### config.mk
export PLATFORM = sky130hd
export DESIGN_NAME = alu_seq
export DESIGN_NICKNAME = d
export VERILOG_FILES = /design/src/rtl/alu_seq.sv
export SDC_FILE = /design/constraint.sdc
export NUM_CORES = 1
export LEC_CHECK = 0
export CAP_MARGIN = 10
export CORE_MARGIN = 2
export CORE_UTILIZATION = 40
export CTS_CLUSTER_DIAMETER = 50
export DETAILED_ROUTE_END_ITERATION = 10
export PLACE_DENSITY = 0.61
export SLEW_MARGIN = 40
export SYNTH_ARGS = -nofsm -noshare
export SYNTH_HDL_FRONTEND = slang
export SYNTH_SLANG_ARGS = --single-unit
### constraint.sdc
create_clock -name clk -period 10.55 [get_ports clk]
set_input_delay 1.5825 -clock clk [delete_from_list [all_inputs] [get_ports clk]]
set_output_delay 1.5825 -clock clk [all_outputs]
set_load 0.03 [all_outputs]
### src/rtl/alu_seq.sv
// Registered ALU with an iterative shift-add multiplier.
// One op in flight; valid/ready handshake on both sides.
module alu_seq #(
    parameter int WIDTH = 32,
    parameter int SHW   = $clog2(WIDTH)
) (
    input  logic             clk,
    input  logic             rst_n,
    input  logic             in_valid,
    output logic             in_ready,
    input  logic [WIDTH-1:0] op1,
    input  logic [WIDTH-1:0] op2,
    input  logic [3:0]       control,
    output logic             out_valid,
    input  logic             out_ready,
    output logic [WIDTH-1:0] result,
    output logic             zero,
    output logic             busy
);

    localparam logic [1:0] S_IDLE = 2'd0;
    localparam logic [1:0] S_MUL  = 2'd1;
    localparam logic [1:0] S_DONE = 2'd2;

    localparam logic [3:0] OP_ADD  = 4'b0000;
    localparam logic [3:0] OP_SUB  = 4'b0001;
    localparam logic [3:0] OP_AND  = 4'b0010;
    localparam logic [3:0] OP_OR   = 4'b0011;
    localparam logic [3:0] OP_XOR  = 4'b0100;
    localparam logic [3:0] OP_SLT  = 4'b0101;
    localparam logic [3:0] OP_SLTU = 4'b0110;
    localparam logic [3:0] OP_SLL  = 4'b0111;
    localparam logic [3:0] OP_SRL  = 4'b1000;
    localparam logic [3:0] OP_SRA  = 4'b1001;
    localparam logic [3:0] OP_MUL  = 4'b1010;

    localparam logic [SHW-1:0] LAST = SHW'(WIDTH - 1);

    logic [1:0]       state_q, state_d;
    logic [WIDTH-1:0] result_q, result_d;
    logic             zero_q, zero_d;
    logic [WIDTH-1:0] mcand_q, mcand_d;
    logic [WIDTH-1:0] mplier_q, mplier_d;
    logic [WIDTH-1:0] acc_q, acc_d;
    logic [SHW-1:0]   cnt_q, cnt_d;

    logic [WIDTH-1:0] alu;
    logic [WIDTH-1:0] acc_nxt;
    logic [SHW-1:0]   shamt;

    assign shamt   = op2[SHW-1:0];
    assign acc_nxt = mplier_q[0] ? acc_q + mcand_q : acc_q;

    always_comb begin
        alu = '0;
        case (control)
            OP_ADD:  alu = op1 + op2;
            OP_SUB:  alu = op1 - op2;
            OP_AND:  alu = op1 & op2;
            OP_OR:   alu = op1 | op2;
            OP_XOR:  alu = op1 ^ op2;
            OP_SLT:  alu = {{(WIDTH-1){1'b0}}, $signed(op1) < $signed(op2)};
            OP_SLTU: alu = {{(WIDTH-1){1'b0}}, op1 < op2};
            OP_SLL:  alu = op1 << shamt;
            OP_SRL:  alu = op1 >> shamt;
            OP_SRA:  alu = WIDTH'($signed(op1) >>> shamt);
            default: alu = '0;
        endcase
    end

    always_comb begin
        state_d  = state_q;
        result_d = result_q;
        zero_d   = zero_q;
        mcand_d  = mcand_q;
        mplier_d = mplier_q;
        acc_d    = acc_q;
        cnt_d    = cnt_q;
        case (state_q)
            S_IDLE: begin
                if (in_valid) begin
                    if (control == OP_MUL) begin
                        mcand_d  = op1;
                        mplier_d = op2;
                        acc_d    = '0;
                        cnt_d    = '0;
                        state_d  = S_MUL;
                    end else begin
                        result_d = alu;
                        zero_d   = (alu == '0);
                        state_d  = S_DONE;
                    end
                end
            end
            S_MUL: begin
                acc_d    = acc_nxt;
                mcand_d  = mcand_q << 1;
                mplier_d = mplier_q >> 1;
                cnt_d    = cnt_q + 1'b1;
                // Fixed WIDTH iterations; the last one writes straight through.
                if (cnt_q == LAST) begin
                    result_d = acc_nxt;
                    zero_d   = (acc_nxt == '0);
                    state_d  = S_DONE;
                end
            end
            S_DONE: begin
                if (out_ready) state_d = S_IDLE;
            end
            default: state_d = S_IDLE;
        endcase
    end

    always_ff @(posedge clk) begin
        if (!rst_n) begin
            state_q  <= S_IDLE;
            result_q <= '0;
            zero_q   <= 1'b0;
            mcand_q  <= '0;
            mplier_q <= '0;
            acc_q    <= '0;
            cnt_q    <= '0;
        end else begin
            state_q  <= state_d;
            result_q <= result_d;
            zero_q   <= zero_d;
            mcand_q  <= mcand_d;
            mplier_q <= mplier_d;
            acc_q    <= acc_d;
            cnt_q    <= cnt_d;
        end
    end

    assign in_ready  = (state_q == S_IDLE);
    assign out_valid = (state_q == S_DONE);
    assign busy      = (state_q == S_MUL);
    assign result    = result_q;
    assign zero      = zero_q;

endmodule

== After elaboration in Yosys (flattened, before gate mapping) ==
Index checks and enable logic that the tools add are counted.
Storage, ports and cells
  register bits: 136
  input port bits: 72
  output and inout port bits: 36
  logic and storage cells: 72
Operators by class
  add/sub/neg operators: 4
  $lt $le $gt $ge: 2
  eq/ne operators: 18
  shifts and indexed selects: 3
  multiplexer cells: 27
  bitwise logic cells: 3
  reductions and logical operators: 8
Operators with widths (number)
  $mux 32: 10
  $pmux 32 s10: 1
  $pmux 32 s2: 4
  $add 32x32->32: 2
  $logic_not 32->1: 2
  $lt 32x32->1: 2
  $and 32x32->32: 1
  $or 32x32->32: 1
  $shl 32x5->32: 1
  $shr 32x5->32: 1
  $sshr 32x5->32: 1
  $sub 32x32->32: 1
  $xor 32x32->32: 1
  $eq 4x3->1 const B: 4
  $eq 4x4->1 const B: 3
  $mux 5: 2
  $pmux 5 s2: 1
  $eq 4x2->1 const B: 2
  $mux 2: 4
  $ne 2x1->1 const B: 3
  $pmux 2 s3: 1
  $reduce_and 3->1: 2
  $add 5x1->5 const B: 1
  $eq 5x5->1 const B: 1
  10 further kinds: 13

== Depth between registers and ports, before layout ==
  depth after elaboration: 6
  gate-level depth with buffers: 18
  gate-level depth less buffers: 16

== Worst setup path after synthesis ==
Ideal clock, no wire load.
  kind: input -> register
  start: input port op2[1]
  end: register zero_q (netlist: zero)
  library setup time: 58 ps
  arrival: 5513 ps
  data required time: 10492 ps
  path slack: 4979 ps
  stages on the path: 18
  buffers on the path: 4
  path through: buf_2 > inv_1 > buf_2 > clkbuf_1 > clkbuf_1 > ha_1 > nor3_1 > o311ai_2 > a2111oi_0 > or4_1 > a21oi_1 > o211ai_1 > o211ai_1 > a2111o_1 > nor4_2 > nand4_1 > nor4_2 > a211o_1
On the way
  word-level cells in the longest chain between the ends: 6
  elaborated cells on any way between the ends: 15
  classes of those cells: add/sub (2); order compare (2); shift (3); mux (4); bitwise (3); reduce/logical (1)
RTL lines
  start, declared: line 12  | input logic [WIDTH-1:0] op2,
  $sub 32x32->32 (tied with other cells): line 58  | OP_SUB: alu = op1 - op2;
  $pmux 32 s10 (*): line 56  | case (control)
  $logic_not 32->1 (*): line 90  | zero_d = (alu == '0);
  $mux 1 (*): line 82  | if (control == OP_MUL) begin
  $mux 1 (*): line 81  | if (in_valid) begin
  $pmux 1 s2 (*): line 79  | case (state_q)
  end signal, assigned: line 126  | zero_q <= zero_d;
  end, declared: line 41  | logic zero_q, zero_d;
Every way passes the cells marked *; elsewhere a longest branch is shown, timed or not. The select of a mux whose other input is x is not followed.
A chain may end at the register's enable or synchronous reset.

== Worst setup path in the final report ==
  start: input port op1[8]
  end: register zero_q (netlist: zero)
On the way
  word-level cells in the longest chain between the ends: 6
  elaborated cells on any way between the ends: 15
  classes of those cells: add/sub (2); order compare (2); shift (3); mux (4); bitwise (3); reduce/logical (1)
RTL lines
  start, declared: line 11  | input logic [WIDTH-1:0] op1,
  $sub 32x32->32 (tied with other cells): line 58
  $pmux 32 s10 (*): line 56
  $logic_not 32->1 (*): line 90
  $mux 1 (*): line 82
  $mux 1 (*): line 81
  $pmux 1 s2 (*): line 79
Marks and branches as above.

==> summary.md <==
| Metric | Value |
|---|---|
| Hold buffers post-CTS | 0 |
| DR vias | 19315 |
| Final setup violation count | 0 |
| Relative slew slack | 0.345 |
| Crit path from | op1[8] |
| Root Driver | clkbuf_16 |
| Synth Warn # | 0 |
| Die Wd | 213 um |
| Area Growth Syn to Fin | 11.2% |
| Largest net degree at the start of global routing | 149 |
| Fin. Hold Viols | 0 |
| Total Die Area | 45200 um^2 |
| Vias per inst | 6.75 |
| Post-DP HPWL | 66000 um |
| Leak pwr | 8.06 nW |
| Worst reg2reg path startpoint | mcand_q[0]$_SDFFE_PN0P_ |
| Grt met1 use | 0.489 |
| Worst-path clk slew | 0.07 ns |
| Asr flop ratio synth | 0 |
| Vias in the first global route | 17905 |
| # fillers | 4385 |
| Post-synthesis cell count | 2284 |
| Hold Path Origin | result[21]$_SDFFE_PN0P_ |
| Met3 track demand over resource | 0.0824 |
| Clock latency on the worst-skew pair | 0.49 ns |
| Core Region | 43000 um^2 |
| Cells after DPL | 2827 |
| Crit path launch type | primary input |
| Routed WL | 86300 um |
| Final period util | 0.627 |
| Worst-Margin Slew | 0.982 ns |
| Peak supply drop | 0.0778 mV |
| Port buffer count | 107 |
| IO Pins | 108 |
| Hold_ws | 0.455 ns |
| Die Ht | 213 um |
| Cell area after synthesis | 17400 um^2 |
| WS Path Type | in2reg |
| Crit path required time | 10.96 ns |
| R2r setup slk | 6.31 ns |
| Yosys reg bits | 136 |
| Layout Cells excl Fill | 2860 |
| Status | completed |
| Ratio of cells with drive above 1 in the final layout | 0.100 |
| Overall power | 0.00191 W |
| Layer carrying the most global-route usage | met2 |
| Max Slew Vio Count | 0 |
| Routed WL per cell | 30.2 um |
| EDFF count, synth | 0 |
| Grt ovf | 0 |
| Starting Density | 0.405 |
| CTS max path bufs | 2 |
| Drt pass-1 iters | 6 |
| Power per cell area | 98.5 nW/um^2 |
| Initial antenna violation count | 7 |
| Min-Delay Path Depth | 2 |
| Fmax | 151 MHz |
| Worst min path class | reg2reg |
| Routability cong. | 1.07 |
| Register area | 2720 um^2 |
| Multi-input gate area | 13500 um^2 |
| Sum Neg Setup Slack | 0 ns |
| MaxCap Viol Count | 0 |
| Row count | 76 |
| Min cycle time layout | 6.61 ns |
| First-pass GRT wire length | 125000 um |
| Top FF cell, synth | dfxtp_1 |
| Syn_nets | 2492 |
| Syn Area/Cell | 7.62 um^2 |
| Final core occ | 0.450 |
| CTS Buf Count | 17 |
| Worst flop-to-flop path endpoint | zero$_SDFFE_PN0P_ |
| Sequential-to-total area share from yosys stat | 0.156 |
| Crit. End Element | flop |
| Max FO, Critical Path | 12 |
| CTS tree | yes |
| Routed Antenna Nets | 0 |
| Residual DRC count | 0 |
| Post-synth cell types | 98 |
| Clock skew | 0.0293 ns |
| H-tree Lvls | 4 |
| Met2 usage in global routing | 0.600 |
| Gr usage total | 0.379 |
| Setup Buffers After CTS | 0 |
| FF-to-FF path depth | 13 |
| Initial drt markers | 2330 |
| CTS resizes | 0 |
| Worst Hold Path EP | result[21]$_SDFFE_PN0P_ |
| RSZ-0062 raised after global routing | no |
| Final nets | 2469 |
| CTS Sinks | 136 |
| Worst EP arrival | 7.03 ns |
registers in the layout (all words and copies together), names as in the netlist:
register / count
acc_q: 32
cnt_q: 5
mcand_q: 32
mplier_q: 32
result: 32
state_q: 2
zero: 1
worst max-delay path by stage:
stage | to | slack [ns]
floorplan | zero$_SDFFE_PN0P_ | 4.98
global placement | zero$_SDFFE_PN0P_ | 2.91
detailed placement | zero$_SDFFE_PN0P_ | 3.70
CTS | zero$_SDFFE_PN0P_ | 4.20
global route | zero$_SDFFE_PN0P_ | 3.73
finish | zero$_SDFFE_PN0P_ | 3.94
through the flow:
step	setup WS [ns]	area, um^2
after floorplan	4.98	17400
after global placement	2.91	18700
after detailed placement	3.70	18800
after CTS	4.20	19300
after global routing	3.73	19400
final	3.94	19400
worst max-delay path, stage by stage:
cell and delay, ns:
clkdlybuf4s50_1 0.87, inv_1 0.33, ha_1 0.51, nor3_1 0.61
o311ai_2 0.36, a31oi_1 0.54, nor4_1 0.22, o22ai_1 0.54
o41ai_1 0.17, mux2i_1 0.14, nor4_1 0.54, nand4_1 0.19
nor4_2 0.28, a211o_1 0.13
layout make-up:
type,count,area share
flip-flops and latches,136,0.141
inverters,106,0.0207
well taps,585,0.0378
multi-input cells,1851,0.700
diodes,1,0.000129
repair buffers,149,0.0708
clock buffers,17,0.0220
clock inverters,15,0.00821
layout by cell type, fill, tap and decap left out, drive strengths merged, types with 17 or more instances in the layout:
master,count
mux2i,43
o211a,67
a31oi,27
clkbuf,17
a21oi,163
nand2b,29
nand4,24
o21ai,108
a22oi,26
a21o,22
buf,48
clkdlybuf4s50,100
nand2,283
o22ai,23
nor2,139
nor2b,47
nand3,47
mux4,57
mux2,44
and3,20
ha,133
a21boi,40
a221oi,18
a211oi,36
and2,17
nor3,55
xnor2,27
dfxtp,136
o211ai,108
inv,112
routing by layer:
metal / up-vias / routed length (um)
li1: 8541 / -
met1: 9409 / 35300
met2: 1143 / 38500
met3: 218 / 7940
met4: 4 / 4600
met5: - / 26
synth_stat cells (22+ instances only):
cell,instances,share of area
nand2_1,283,0.061
a21oi_1,162,0.047
nor2_1,139,0.030
clkbuf_1,138,0.030
dfxtp_1,136,0.16
ha_1,133,0.096
o211ai_1,108,0.047
inv_1,103,0.022
o21ai_0,102,0.029
o211a_1,67,0.039
mux4_2,56,0.072
nor3_1,54,0.016
nand3_1,47,0.014
nor2b_1,47,0.017
mux2i_1,43,0.025
mux2_2,42,0.027
a21boi_0,39,0.017
a211oi_1,33,0.014
nand2b_1,29,0.010
a31oi_1,27,0.0097
xnor2_1,27,0.014
a22oi_1,26,0.011
buf_2,25,0.0072
nand4_1,24,0.0086
o22ai_1,23,0.0083
a21o_1,22,0.0095
power breakdown:
part           leakage (nW)  total (W)  internal, W  switching, W
logic                  6.67   0.000753     0.000255      0.000497
clock network         0.279   0.000608     0.000314      0.000295
registers              1.10   0.000545     0.000531     0.0000136
kinds of logic (layout without fill, tap and decap cells):
family,count (synthesis),after routing,synth area share
AO/OA/AOI/OAI,790,790,0.325
multiplexers,144,144,0.127
XOR/XNOR,40,40,0.0201
adder cells (fa/ha/maj),136,136,0.0991
flip-flops,136,136,0.156
buffers and inverters,297,287,0.0689
other,0,1,0
AND/OR/NAND/NOR,741,741,0.204
(Power assumes the default switching activity.)
